File: src/rtl/gate_test_sequencer.sv
// Self-test sequencer for two-input gate cells: sweeps {ta,tb} = 00..11, waits a settle time,
// samples ty against a truth table and reports a fail map, error count and pass flag.
module gate_test_sequencer #(
  parameter int unsigned SETTLE_CYCLES = 2,
  parameter logic [3:0]  TRUTH         = 4'b1000
) (
  input  logic       clk_i,
  input  logic       rst_i,
  input  logic       start_i,
  output logic       busy_o,
  output logic       done_o,
  output logic       pass_o,
  output logic       ta_o,
  output logic       tb_o,
  input  logic       ty_i,
  output logic [3:0] fail_vec_o,
  output logic [2:0] err_cnt_o
);

  localparam logic [7:0] SettleCnt = 8'(SETTLE_CYCLES);

  typedef enum logic [2:0] {StIdle, StApply, StSettle, StCheck, StDone} state_e;

  state_e     state_q;
  logic [7:0] cnt_q;
  logic [1:0] idx_q;
  logic       busy_q, done_q, pass_q, ta_q, tb_q;
  logic [3:0] fail_vec_q;
  logic [2:0] err_cnt_q;

  logic       mismatch;
  logic [2:0] err_cnt_d;

  always_comb begin
    mismatch  = ty_i != TRUTH[idx_q];
    err_cnt_d = err_cnt_q + {2'b00, mismatch};
  end

  always_ff @(posedge clk_i) begin
    if (rst_i) begin
      state_q    <= StIdle;
      cnt_q      <= 8'd0;
      idx_q      <= 2'd0;
      busy_q     <= 1'b0;
      done_q     <= 1'b0;
      pass_q     <= 1'b0;
      ta_q       <= 1'b0;
      tb_q       <= 1'b0;
      fail_vec_q <= 4'b0000;
      err_cnt_q  <= 3'd0;
    end else begin
      done_q <= 1'b0;
      unique case (state_q)
        StIdle: begin
          ta_q <= 1'b0;
          tb_q <= 1'b0;
          if (start_i) begin
            fail_vec_q <= 4'b0000;
            err_cnt_q  <= 3'd0;
            pass_q     <= 1'b0;
            idx_q      <= 2'd0;
            busy_q     <= 1'b1;
            state_q    <= StApply;
          end
        end
        StApply: begin
          // Vector lands on ta/tb at the end of APPLY, so ty has SETTLE_CYCLES+1 cycles to settle
          {ta_q, tb_q} <= idx_q;
          cnt_q        <= SettleCnt;
          state_q      <= (SETTLE_CYCLES == 0) ? StCheck : StSettle;
        end
        StSettle: begin
          cnt_q <= cnt_q - 8'd1;
          if (cnt_q == 8'd1) begin
            state_q <= StCheck;
          end
        end
        StCheck: begin
          if (mismatch) begin
            fail_vec_q[idx_q] <= 1'b1;
            err_cnt_q         <= err_cnt_d;
          end
          if (idx_q == 2'd3) begin
            done_q  <= 1'b1;
            pass_q  <= (err_cnt_d == 3'd0);
            state_q <= StDone;
          end else begin
            idx_q   <= idx_q + 2'd1;
            state_q <= StApply;
          end
        end
        StDone: begin
          busy_q  <= 1'b0;
          ta_q    <= 1'b0;
          tb_q    <= 1'b0;
          state_q <= StIdle;
        end
        default: state_q <= StIdle;
      endcase
    end
  end

  assign busy_o     = busy_q;
  assign done_o     = done_q;
  assign pass_o     = pass_q;
  assign ta_o       = ta_q;
  assign tb_o       = tb_q;
  assign fail_vec_o = fail_vec_q;
  assign err_cnt_o  = err_cnt_q;

endmodule

File: config.mk
export PLATFORM = sky130hd
export DESIGN_NAME = gate_test_sequencer
export DESIGN_NICKNAME = d
export VERILOG_FILES = /design/src/rtl/gate_test_sequencer.sv
export SDC_FILE = /design/constraint.sdc
export NUM_CORES = 1
export LEC_CHECK = 0
export ABC_CLOCK_PERIOD_IN_PS = 1800
export BUFFER_PORTS_ARGS = -buffer_cell sky130_fd_sc_hd__buf_2
export CAP_MARGIN = 40
export CORE_MARGIN = 2
export CORE_UTILIZATION = 50
export CTS_CLUSTER_SIZE = 28
export DETAILED_ROUTE_END_ITERATION = 8
export HOLD_SLACK_MARGIN = 0.12
export MAX_ROUTING_LAYER = met4
export PLACE_DENSITY = 0.72
export SYNTH_ARGS = -nofsm -noshare
export SYNTH_HDL_FRONTEND = slang
export SYNTH_SLANG_ARGS = --single-unit
File: constraint.sdc
create_clock -name clk_i -period 1.8 [get_ports clk_i]
set_clock_uncertainty 0.2 [all_clocks]
set_input_delay 0.09 -clock clk_i [delete_from_list [all_inputs] [get_ports clk_i]]
set_output_delay 0.09 -clock clk_i [all_outputs]
set_load 0.02 [all_outputs]
==> results of run 1 <==
-- area by class of cell --
cell class                      instances  area share (%)
Clock buffer                            3           1.346
Clock inverter                          1          0.2992
Inverter                                8           1.795
Multi-Input combinational cell        110           51.98
Sequential cell                        25           30.14
Tap cell                               31           2.319
Timing Repair Buffer                   31           12.12
-- metal layers --
layer	share of wire, %	up-vias	GRT usage (%)	routed length [um]
met5	0	-	-	0
met4	1.2	0	4.983	33
met1	47	562	23.79	1305
li1	-	595	-	-
met3	3.7	4	2.765	103
met2	48	21	31.89	1335
-- through the flow --
step	setup WS [ps]	total power, W
after floorplan	-28.97	0.0009525
after global placement	8.632	0.001028
after detailed placement	-73.80	0.001040
after CTS	-89.18	0.001300
after global routing	-154.8	0.001383
final	-73.99	0.001291
-- cells by family (layout without fill, tap and decap cells) --
kind of cell,Yosys count,count (layout)
and+or+nand+nor,63,63
AOI/OAI and AO/OA,30,30
DFF,25,25
buffers and inverters,17,43
adders and majority gates,8,8
muxes,6,6
xor gates and xnor gates,3,3
-- registers in the layout, indices dropped and copies added, names as in the netlist --
register and count:
tb_o 1, pass_o 1, cnt_q 8, done_o 1, idx_q 2, fail_vec_o 4
busy_o 1, ta_o 1, state_q 3, err_cnt_o 3
-- power by group --
group          switching, W  internal [W]
logic              0.000200      0.000185
registers         0.0000509      0.000601
clock network      0.000171     0.0000832
total              0.000422      0.000869
-- what timing repair did --
action                                 CTS  global route
setup endpoints to repair                1             5
resized for setup                        3             5
endpoints found under the hold margin   11             0
hold buffers                             3             0
buffers inserted                         1             1
pin swaps                                1             2
-- worst max-delay path by stage --
stage	cells past startpoint	to	slack, ps	from
after floorplan	8	err_cnt_o[2]$_SDFFE_PP0P_	-30	idx_q[0]$_SDFFE_PP0P_
after global placement	8	err_cnt_o[2]$_SDFFE_PP0P_	9	idx_q[1]$_SDFFE_PP0P_
after detailed placement	8	err_cnt_o[2]$_SDFFE_PP0P_	-70	idx_q[1]$_SDFFE_PP0P_
after CTS	8	err_cnt_o[2]$_SDFFE_PP0P_	-90	idx_q[1]$_SDFFE_PP0P_
after global routing	8	err_cnt_o[2]$_SDFFE_PP0P_	-150	idx_q[1]$_SDFFE_PP0P_
final	8	err_cnt_o[2]$_SDFFE_PP0P_	-70	idx_q[1]$_SDFFE_PP0P_
-- critical path: stages, from the launching register on --
cell and delay (ps):
sky130_fd_sc_hd__dfxtp_2 360, sky130_fd_sc_hd__ha_4 160, sky130_fd_sc_hd__xnor2_2 130, sky130_fd_sc_hd__inv_1 60, sky130_fd_sc_hd__ha_2 180, sky130_fd_sc_hd__ha_4 140, sky130_fd_sc_hd__nand2_2 50, sky130_fd_sc_hd__or4_4 410
sky130_fd_sc_hd__o2bb2ai_2 130
-- cell usage in the layout, fill, tap and decap left out, types with 2 or more instances in the layout --
| cell | netlist | routed |
|---|---|---|
| sky130_fd_sc_hd__dfxtp_1 | 25 | 22 |
| sky130_fd_sc_hd__buf_2 | 3 | 15 |
| sky130_fd_sc_hd__buf_4 | 2 | 13 |
| sky130_fd_sc_hd__a21oi_1 | 10 | 10 |
| sky130_fd_sc_hd__inv_1 | 8 | 8 |
| sky130_fd_sc_hd__nand2b_1 | 8 | 8 |
| sky130_fd_sc_hd__nor2_1 | 8 | 8 |
| sky130_fd_sc_hd__nand2_1 | 7 | 6 |
| sky130_fd_sc_hd__nor3b_1 | 6 | 6 |
| sky130_fd_sc_hd__nor3_1 | 6 | 5 |
| sky130_fd_sc_hd__nand3b_1 | 5 | 5 |
| sky130_fd_sc_hd__ha_1 | 8 | 5 |
| sky130_fd_sc_hd__nand3_1 | 4 | 4 |
| sky130_fd_sc_hd__o2bb2ai_1 | 5 | 4 |
| sky130_fd_sc_hd__o21ai_0 | 4 | 4 |
| sky130_fd_sc_hd__mux2_2 | 4 | 4 |
| sky130_fd_sc_hd__and2_1 | 3 | 3 |
| sky130_fd_sc_hd__nor2b_1 | 3 | 3 |
| sky130_fd_sc_hd__nor4_1 | 3 | 3 |
| sky130_fd_sc_hd__clkbuf_4 | 0 | 3 |
| sky130_fd_sc_hd__dlygate4sd3_1 | 0 | 3 |
| sky130_fd_sc_hd__dfxtp_2 | 0 | 3 |
| sky130_fd_sc_hd__nor3_2 | 1 | 2 |
| sky130_fd_sc_hd__o32ai_1 | 2 | 2 |
| sky130_fd_sc_hd__a221oi_1 | 2 | 2 |
| sky130_fd_sc_hd__mux2i_1 | 2 | 2 |
| sky130_fd_sc_hd__ha_4 | 0 | 2 |
==> qor.json, run 1 <==
{
  "outcome": {
    "outcome": "complete, but fails checks",
    "failed_checks": "negative setup slack"
  },
  "placed_design": {
    "place_congestion": 0.7600,
    "dp.final_hpwl_um": 2076,
    "number_of_port_buffers": 15,
    "placed_cells": 200,
    "dpl_cell_area_um2": 1562
  },
  "drt": {
    "detailroute.via_count": 1182,
    "drt_pass1_iterations": 4,
    "routed_via_density": 5.656,
    "antenna_violating_nets_post_route": 0,
    "wirelength_um": 2777,
    "wire_per_inst_um": 13.29,
    "drt_drc_violations_left": 0,
    "first_drt_iteration_drcs": 39
  },
  "logic_synthesis": {
    "synth_compound_area_share_pct": 15.45,
    "postSynth.topFlopCell": "sky130_fd_sc_hd__dfxtp_1",
    "combinational_family_with_the_most_area_after_synthesis": "simple AND/OR/NAND/NOR gates",
    "synthDistinctLibCells": 43,
    "synthesis.instances": 152,
    "yosys.area_share.simple_pct": 28.93,
    "yosys.area_share.xor_xnor_pct": 1.887,
    "synthesis.nets": 164,
    "synthArstFlopShare_pct": 0,
    "synth_area_leaders": "sky130_fd_sc_hd__dfxtp_1, sky130_fd_sc_hd__ha_1, sky130_fd_sc_hd__a21oi_1",
    "yosysWarningCount": 0,
    "muxShareOfSynthArea_pct": 4.672,
    "synth_top_cells_by_count": "sky130_fd_sc_hd__dfxtp_1, sky130_fd_sc_hd__a21oi_1",
    "yosysTopAreaCellShare_pct": 35.94,
    "post-synth-top-area-cell": "sky130_fd_sc_hd__dfxtp_1",
    "synth_seq_area_share_pct": 35.94,
    "synth-seq-cells": 25,
    "mappedNetlistArea_um2": 1393,
    "most_frequent_cell_after_synthesis": "sky130_fd_sc_hd__dfxtp_1",
    "mean_syn_cell_area_um2": 9.162,
    "synth_adder_area_share_pct": 7.188,
    "synth_edf_count": 0
  },
  "critical_path": {
    "cp.required_ps": 1870,
    "r2r_setup_slack_ps": -70,
    "timing.rr.start": "idx_q[1]$_SDFFE_PP0P_",
    "timing.critical_path.fanout_max": 2,
    "critical_path.endpoint_type": "flop",
    "timing.reg2reg.worst_path_depth": 8,
    "crit_path_class": "flop to flop",
    "startpoint_type": "flop",
    "critical_path_arrival_ps": 1940,
    "reg2reg_to": "err_cnt_o[2]$_SDFFE_PP0P_"
  },
  "cts": {
    "cts_num_sinks": 25,
    "cts-buffers-inserted": 3,
    "max-clock-path-buffers": 2,
    "tritoncts_clock_tree": "yes",
    "clk_pin_slew_ps": 140,
    "cts.htree.levels": 1,
    "clkLatencyLatePin_ps": 320,
    "clock-root-buffer": "sky130_fd_sc_hd__clkbuf_4"
  },
  "floorplanning": {
    "die-width_um": 56.78,
    "io-pin-count": 16,
    "std_cell_rows": 19,
    "die_h_um": 56.78,
    "placeableCoreArea_um2": 2710,
    "floorplan.die_area_um2": 3223,
    "floorplan.initialDensity_pct": 51.39
  },
  "grt": {
    "grt.total_usage_pct": 18.93,
    "grt_max_degree": 24,
    "first_pass_grt_wire_length_um": 4795,
    "first_global_vias": 1135,
    "globalRoute.totalOverflow": 0,
    "number_of_antenna_violations_at_the_first_check_in_global_routing": 0
  },
  "timing": {
    "totalNegativeSetupSlack_ps": -88.50,
    "slew-limit-headroom_pct": 70.90,
    "post-route-min-period_ps": 1874,
    "tightestPinTransition_ps": 432.5,
    "final.hold.worst_slack_ps": 147.0,
    "max_freq_mhz": 533.6,
    "final-max-slew-violation-count": 0,
    "final_critical_path_setup_slack_ps": -73.99,
    "part_of_the_cycle_the_worst_path_needs_pct": 104.1,
    "rsz0062_at_grt": "yes",
    "hold_violations": 0,
    "setup_viol_count_final": 2
  },
  "cells_and_area": {
    "number_of_inserted_diodes": 0,
    "flow.area_growth_from_synthesis_pct": 20.13,
    "finalInstanceArea_um2": 1673,
    "final_layout_fill_cell_count": 245,
    "post-route-util_pct": 61.73,
    "finalNonFillerCells": 209,
    "num-nets-final": 191,
    "layout-drive-gt1-share_pct": 31.46,
    "area.sequential_um2": 504.2,
    "area_occupied_by_multi_input_gates_um2": 869.6
  },
  "pwr": {
    "power_per_standard_cell_area_nw_per_um2": 771.9,
    "leakage_power_summed_over_all_cells_nw": 0.6575,
    "power.ir.vdd_worst_mv": 0.5232
  },
  "flow_run": {
    "maxCapViolations": 0
  },
  "hold_path": {
    "hold_start": "ty_i",
    "hold-path-endpoint": "pass_o$_SDFFE_PP0P_",
    "min_delay_path_class": "input port to flop",
    "worst_hold_path.num_cells": 6
  }
}
Note: power is estimated with default switching activity, not from simulation.
==> run 2: changes to the inputs <==
Settings changed: PLACE_DENSITY 0.72 to unset, PLACE_DENSITY_LB_ADDON set to 0.05.
==> qor.json, run 2 (synthesis results as in run 1) <==
{
  "drt": {
    "first_drt_iteration_drcs": 41,
    "drt_pass1_iterations": 4,
    "wirelength_um": 2837,
    "drt_drc_violations_left": 0,
    "antenna_violating_nets_post_route": 0,
    "detailroute.via_count": 1149,
    "routed_via_density": 5.498,
    "wire_per_inst_um": 13.57
  },
  "critical_path": {
    "timing.critical_path.fanout_max": 2,
    "startpoint_type": "flop",
    "critical_path.endpoint_type": "flop",
    "crit_path_class": "flop to flop",
    "cp.required_ps": 1860,
    "critical_path_arrival_ps": 1910
  },
  "floorplanning": {
    "std_cell_rows": 19,
    "floorplan.initialDensity_pct": 51.39,
    "die-width_um": 56.78,
    "die_h_um": 56.78,
    "placeableCoreArea_um2": 2710,
    "io-pin-count": 16,
    "floorplan.die_area_um2": 3223
  },
  "placed_design": {
    "place_congestion": 0.7338,
    "dp.final_hpwl_um": 2056,
    "number_of_port_buffers": 15
  },
  "timing": {
    "tightestPinTransition_ps": 504.9,
    "final.hold.worst_slack_ps": 150.4,
    "rsz0062_at_grt": "yes",
    "slew-limit-headroom_pct": 66.34,
    "hold_violations": 0,
    "final-max-slew-violation-count": 0,
    "totalNegativeSetupSlack_ps": -82.16,
    "part_of_the_cycle_the_worst_path_needs_pct": 102.7,
    "setup_viol_count_final": 2,
    "post-route-min-period_ps": 1848,
    "max_freq_mhz": 541.0,
    "final_critical_path_setup_slack_ps": -48.44
  },
  "grt": {
    "globalRoute.totalOverflow": 0,
    "grt_max_degree": 32,
    "number_of_antenna_violations_at_the_first_check_in_global_routing": 0,
    "first_global_vias": 1179,
    "grt.total_usage_pct": 20.95,
    "first_pass_grt_wire_length_um": 5230
  },
  "cts": {
    "clock-root-buffer": "sky130_fd_sc_hd__clkbuf_4",
    "max-clock-path-buffers": 2,
    "cts_num_sinks": 25,
    "cts.htree.levels": 1,
    "cts-buffers-inserted": 3,
    "tritoncts_clock_tree": "yes",
    "clk_pin_slew_ps": 140,
    "clkLatencyLatePin_ps": 320
  },
  "outcome": {
    "failed_checks": "negative setup slack",
    "outcome": "complete, but fails checks"
  },
  "cells_and_area": {
    "largest_reg_flops": 8,
    "flow.area_growth_from_synthesis_pct": 18.60,
    "post-route-util_pct": 60.94,
    "mostFrequentLayoutCell": "sky130_fd_sc_hd__dfxtp_1",
    "largest-register": "cnt_q",
    "final_layout_fill_cell_count": 257,
    "number_of_inserted_diodes": 0,
    "most-common-layout-cells": "sky130_fd_sc_hd__dfxtp_1, sky130_fd_sc_hd__buf_2, sky130_fd_sc_hd__buf_4",
    "num-nets-final": 191,
    "layout-drive-gt1-share_pct": 28.09
  },
  "pwr": {
    "power_per_standard_cell_area_nw_per_um2": 787.4,
    "leakage_power_summed_over_all_cells_nw": 0.6516,
    "power.ir.vdd_worst_mv": 0.6337
  },
  "hold_path": {
    "min_delay_path_class": "input port to flop"
  },
  "flow_run": {
    "maxCapViolations": 0
  }
}
[run 2: routing by layer]
layer  wire length, um  vias to the layer above  track usage (%)
li1                  -                      595                -
met1              1397                      533            27.53
met2              1333                       17            33.22
met3                70                        4            2.995
met4                36                        0            6.977
met5                 0                        -                -
[run 2: area by class of cell]
| cell class | count | area (um2) | share of cell area, % |
|---|---|---|---|
| Multi-Input combinational cell | 110 | 847.1 | 51.29 |
| Inverter | 8 | 30.03 | 1.818 |
| Sequential cell | 25 | 503.0 | 30.45 |
| Clock buffer | 4 | 26.28 | 1.591 |
| Tap cell | 31 | 38.79 | 2.348 |
| Timing Repair Buffer | 31 | 206.4 | 12.50 |
[run 2: path summary, 6_finish.rpt]
| path | startpoint | end | slack, ps | cells after the start |
|---|---|---|---|---|
| worst max register to register | idx_q[1]$_SDFFE_PP0P_ | err_cnt_o[2]$_SDFFE_PP0P_ | -50 | 8 |
| worst max-delay path | idx_q[1]$_SDFFE_PP0P_ | err_cnt_o[2]$_SDFFE_PP0P_ | -50 | 8 |
| worst min register to register | fail_vec_o[0]$_SDFFE_PP0P_ | fail_vec_o[0]$_SDFFE_PP0P_ | 280 | 1 |
| worst min-delay path | ty_i | pass_o$_SDFFE_PP0P_ | 150 | 6 |
[run 2: critical path, cell delays in order (launching register included)]
cell                        delay (ps)
sky130_fd_sc_hd__dfxtp_2           360
sky130_fd_sc_hd__ha_4              160
sky130_fd_sc_hd__xnor2_2           120
sky130_fd_sc_hd__inv_1              60
sky130_fd_sc_hd__ha_2              180
sky130_fd_sc_hd__ha_4              140
sky130_fd_sc_hd__nand2_2            50
sky130_fd_sc_hd__or4_1             400
sky130_fd_sc_hd__o2bb2ai_1         130
[run 2: per-stage QoR]
| stage | total power, W | area, um2 | setup WS [ps] | cells |
|---|---|---|---|---|
| after floorplan | 0.0009525 | 1418 | -28.97 | 152 |
| after global placement | 0.001039 | 1569 | 6.194 | 201 |
| after detailed placement | 0.001046 | 1569 | -64.94 | 201 |
| after CTS | 0.001308 | 1648 | -88.91 | 209 |
| after global routing | 0.001391 | 1652 | -138.1 | 209 |
| final | 0.001301 | 1652 | -48.44 | 209 |
[run 2: what timing repair did]
| action | 4_1_cts | 5_1_grt |
|---|---|---|
| setup endpoints to repair | 1 | 4 |
| gates resized for setup | 3 | 1 |
| buffers inserted | 1 | 0 |
| endpoints found under the hold margin | 11 | 0 |
| pin swaps | 2 | 1 |
| gates cloned | 0 | 0 |
| hold buffers | 3 | 0 |
[run 2: power by group]
group	internal, W	switching [W]	total, W
registers	0.000600	0.0000531	0.000653
clock network	0.0000867	0.000170	0.000257
logic	0.000187	0.000204	0.000391
==> run 3: changes to the inputs <==
Settings changed: ABC_CLOCK_PERIOD_IN_PS 1800 to 1500.
Clock period 1.8 ns to 1.5 ns, I/O delays scaled along.
==> qor.json, run 3 (synthesis results as in run 1) <==
{
  "pwr": {
    "netSwitchingFraction_pct": 33.44,
    "power.ir.vdd_worst_mv": 0.8559,
    "power_per_standard_cell_area_nw_per_um2": 940.5,
    "comb_power_share_pct": 40.3,
    "leakage_power_summed_over_all_cells_nw": 0.7935,
    "sequentialPowerShare_pct": 42.2,
    "clkPwrFrac_pct": 17.5,
    "internal_power_w": 0.001224,
    "switchingPower_w": 0.0006150
  },
  "placed_design": {
    "place_congestion": 0.7799,
    "dpl_cell_area_um2": 1708,
    "number_of_port_buffers": 15,
    "dp.final_hpwl_um": 2378
  },
  "timing": {
    "final.hold.worst_slack_ps": 164.5,
    "setup_viol_count_final": 11,
    "max_freq_mhz": 544.6,
    "rsz0062_at_grt": "yes",
    "final-max-slew-violation-count": 0,
    "hold_violations": 0,
    "tightestPinTransition_ps": 416.5,
    "slew-limit-headroom_pct": 72.23,
    "post-route-min-period_ps": 1836,
    "final_critical_path_setup_slack_ps": -336.3,
    "part_of_the_cycle_the_worst_path_needs_pct": 122.4
  },
  "critical_path": {
    "timing.reg2reg.worst_path_depth": 8,
    "reg2reg_to": "err_cnt_o[2]$_SDFFE_PP0P_",
    "critical_path_arrival_ps": 1910,
    "timing.critical_path.fanout_max": 2,
    "timing.rr.start": "idx_q[1]$_SDFFE_PP0P_",
    "r2r_setup_slack_ps": -340,
    "timing.critical_path.to": "err_cnt_o[2]$_SDFFE_PP0P_",
    "setup.worst_path.start": "idx_q[1]$_SDFFE_PP0P_",
    "crit_path_class": "flop to flop",
    "cp.required_ps": 1570,
    "critical_path.endpoint_type": "flop",
    "startpoint_type": "flop"
  },
  "drt": {
    "wire_per_inst_um": 14.82,
    "antenna_violating_nets_post_route": 0,
    "routed_via_density": 5.496,
    "drt_drc_violations_left": 0,
    "drt_pass1_iterations": 4,
    "wirelength_um": 3378,
    "wl_met1_um": 1575,
    "top_layer_used": "met4",
    "wl_met3_um": 72,
    "first_drt_iteration_drcs": 28,
    "detailroute.via_count": 1253,
    "met2WireLength_um": 1690
  },
  "cells_and_area": {
    "finalInstanceArea_um2": 1956,
    "layout-drive-gt1-share_pct": 47.21,
    "largest-register": "cnt_q",
    "mostFrequentLayoutCell": "sky130_fd_sc_hd__buf_4",
    "largest_reg_flops": 8,
    "flow.area_growth_from_synthesis_pct": 40.43,
    "num-nets-final": 210,
    "most-common-layout-cells": "sky130_fd_sc_hd__buf_4, sky130_fd_sc_hd__dfxtp_1, sky130_fd_sc_hd__buf_2",
    "number_of_inserted_diodes": 0,
    "final_layout_fill_cell_count": 221
  },
  "grt": {
    "first_pass_grt_wire_length_um": 5382,
    "grt.total_usage_pct": 21.93,
    "globalRoute.totalOverflow": 0,
    "number_of_antenna_violations_at_the_first_check_in_global_routing": 0,
    "first_global_vias": 1257,
    "grt_max_degree": 24
  },
  "outcome": {
    "failed_checks": "negative setup slack",
    "outcome": "complete, but fails checks"
  },
  "cts": {
    "cts-buffers-inserted": 3,
    "clock-root-buffer": "sky130_fd_sc_hd__clkbuf_4",
    "cts_num_sinks": 25,
    "tritoncts_clock_tree": "yes",
    "clk_pin_slew_ps": 140,
    "cts.htree.levels": 1,
    "max-clock-path-buffers": 2,
    "clkLatencyLatePin_ps": 330
  },
  "hold_path": {
    "min_delay_path_class": "input port to flop"
  },
  "floorplanning": {
    "floorplan.initialDensity_pct": 51.39,
    "std_cell_rows": 19,
    "placeableCoreArea_um2": 2710,
    "floorplan.die_area_um2": 3223,
    "die_h_um": 56.78,
    "io-pin-count": 16,
    "die-width_um": 56.78
  },
  "flow_run": {
    "maxCapViolations": 0
  }
}
-- run 3: worst max-delay path, cell delays in order (launching register included) --
cell,delay [ps]
sky130_fd_sc_hd__dfxtp_2,360
sky130_fd_sc_hd__ha_4,180
sky130_fd_sc_hd__xnor2_4,130
sky130_fd_sc_hd__inv_2,70
sky130_fd_sc_hd__ha_4,130
sky130_fd_sc_hd__ha_4,140
sky130_fd_sc_hd__nand2_2,50
sky130_fd_sc_hd__or4_4,410
sky130_fd_sc_hd__o2bb2ai_2,120
-- run 3: stage by stage --
stage	instances	util (%)	setup slack [ps]	total power, W	setup TNS [ps]
after floorplan	152	-	-321.2	0.001145	-650.0
after global placement	218	63.02	-298.9	0.001372	-1206
after detailed placement	218	63.02	-379.6	0.001393	-1677
after CTS	228	67.87	-406.4	0.001759	-911.7
after global routing	228	72.16	-398.2	0.001948	-1838
final	228	72.16	-336.3	0.001839	-974.0
-- run 3: power groups by stage --
stage / sequential (W) / combinational [W] / clock, W
floorplan: 0.000787 / 0.000358 / 0
global placement: 0.000779 / 0.000593 / 0
global route: 0.000785 / 0.000812 / 0.000352
detailed placement: 0.000782 / 0.000612 / 0
finish: 0.000776 / 0.000741 / 0.000323
CTS: 0.000770 / 0.000662 / 0.000327
-- run 3: how the worst min path moves through the flow --
stage	start	endpoint	cells past startpoint	slack [ps]
2_1_floorplan	rst_i	err_cnt_o[2]$_SDFFE_PP0P_	2	50
4_1_cts	ty_i	pass_o$_SDFFE_PP0P_	6	160
5_1_grt	ty_i	err_cnt_o[0]$_SDFFE_PP0P_	6	180
3_3_place_gp	fail_vec_o[1]$_SDFFE_PP0P_	fail_vec_o[1]$_SDFFE_PP0P_	1	240
3_5_place_dp	fail_vec_o[0]$_SDFFE_PP0P_	fail_vec_o[0]$_SDFFE_PP0P_	1	250
6_report	ty_i	err_cnt_o[0]$_SDFFE_PP0P_	6	160
-- run 3: area by class of cell --
| cell class | instances | area [um2] | share of cell area, % |
|---|---|---|---|
| Sequential cell | 25 | 513.0 | 26.23 |
| Clock buffer | 4 | 26.28 | 1.344 |
| Tap cell | 31 | 38.79 | 1.983 |
| Multi-Input combinational cell | 110 | 987.2 | 50.48 |
| Inverter | 8 | 30.03 | 1.536 |
| Timing Repair Buffer | 50 | 360.3 | 18.43 |
-- run 3: timing repair --
item | 4_1_cts | 5_1_grt
setup buffers | 3 | 0
hold buffers | 3 | 0
pin swaps | 9 | 6
setup endpoints to repair | 17 | 19
endpoints found under the hold margin | 10 | 0
resized for setup | 15 | 22
-- run 3: per-layer routing --
metal	vias up	track usage, %
li1	635	-
met1	595	26.40
met2	18	36.88
met3	5	3.456
met4	0	8.306
met5	-	-
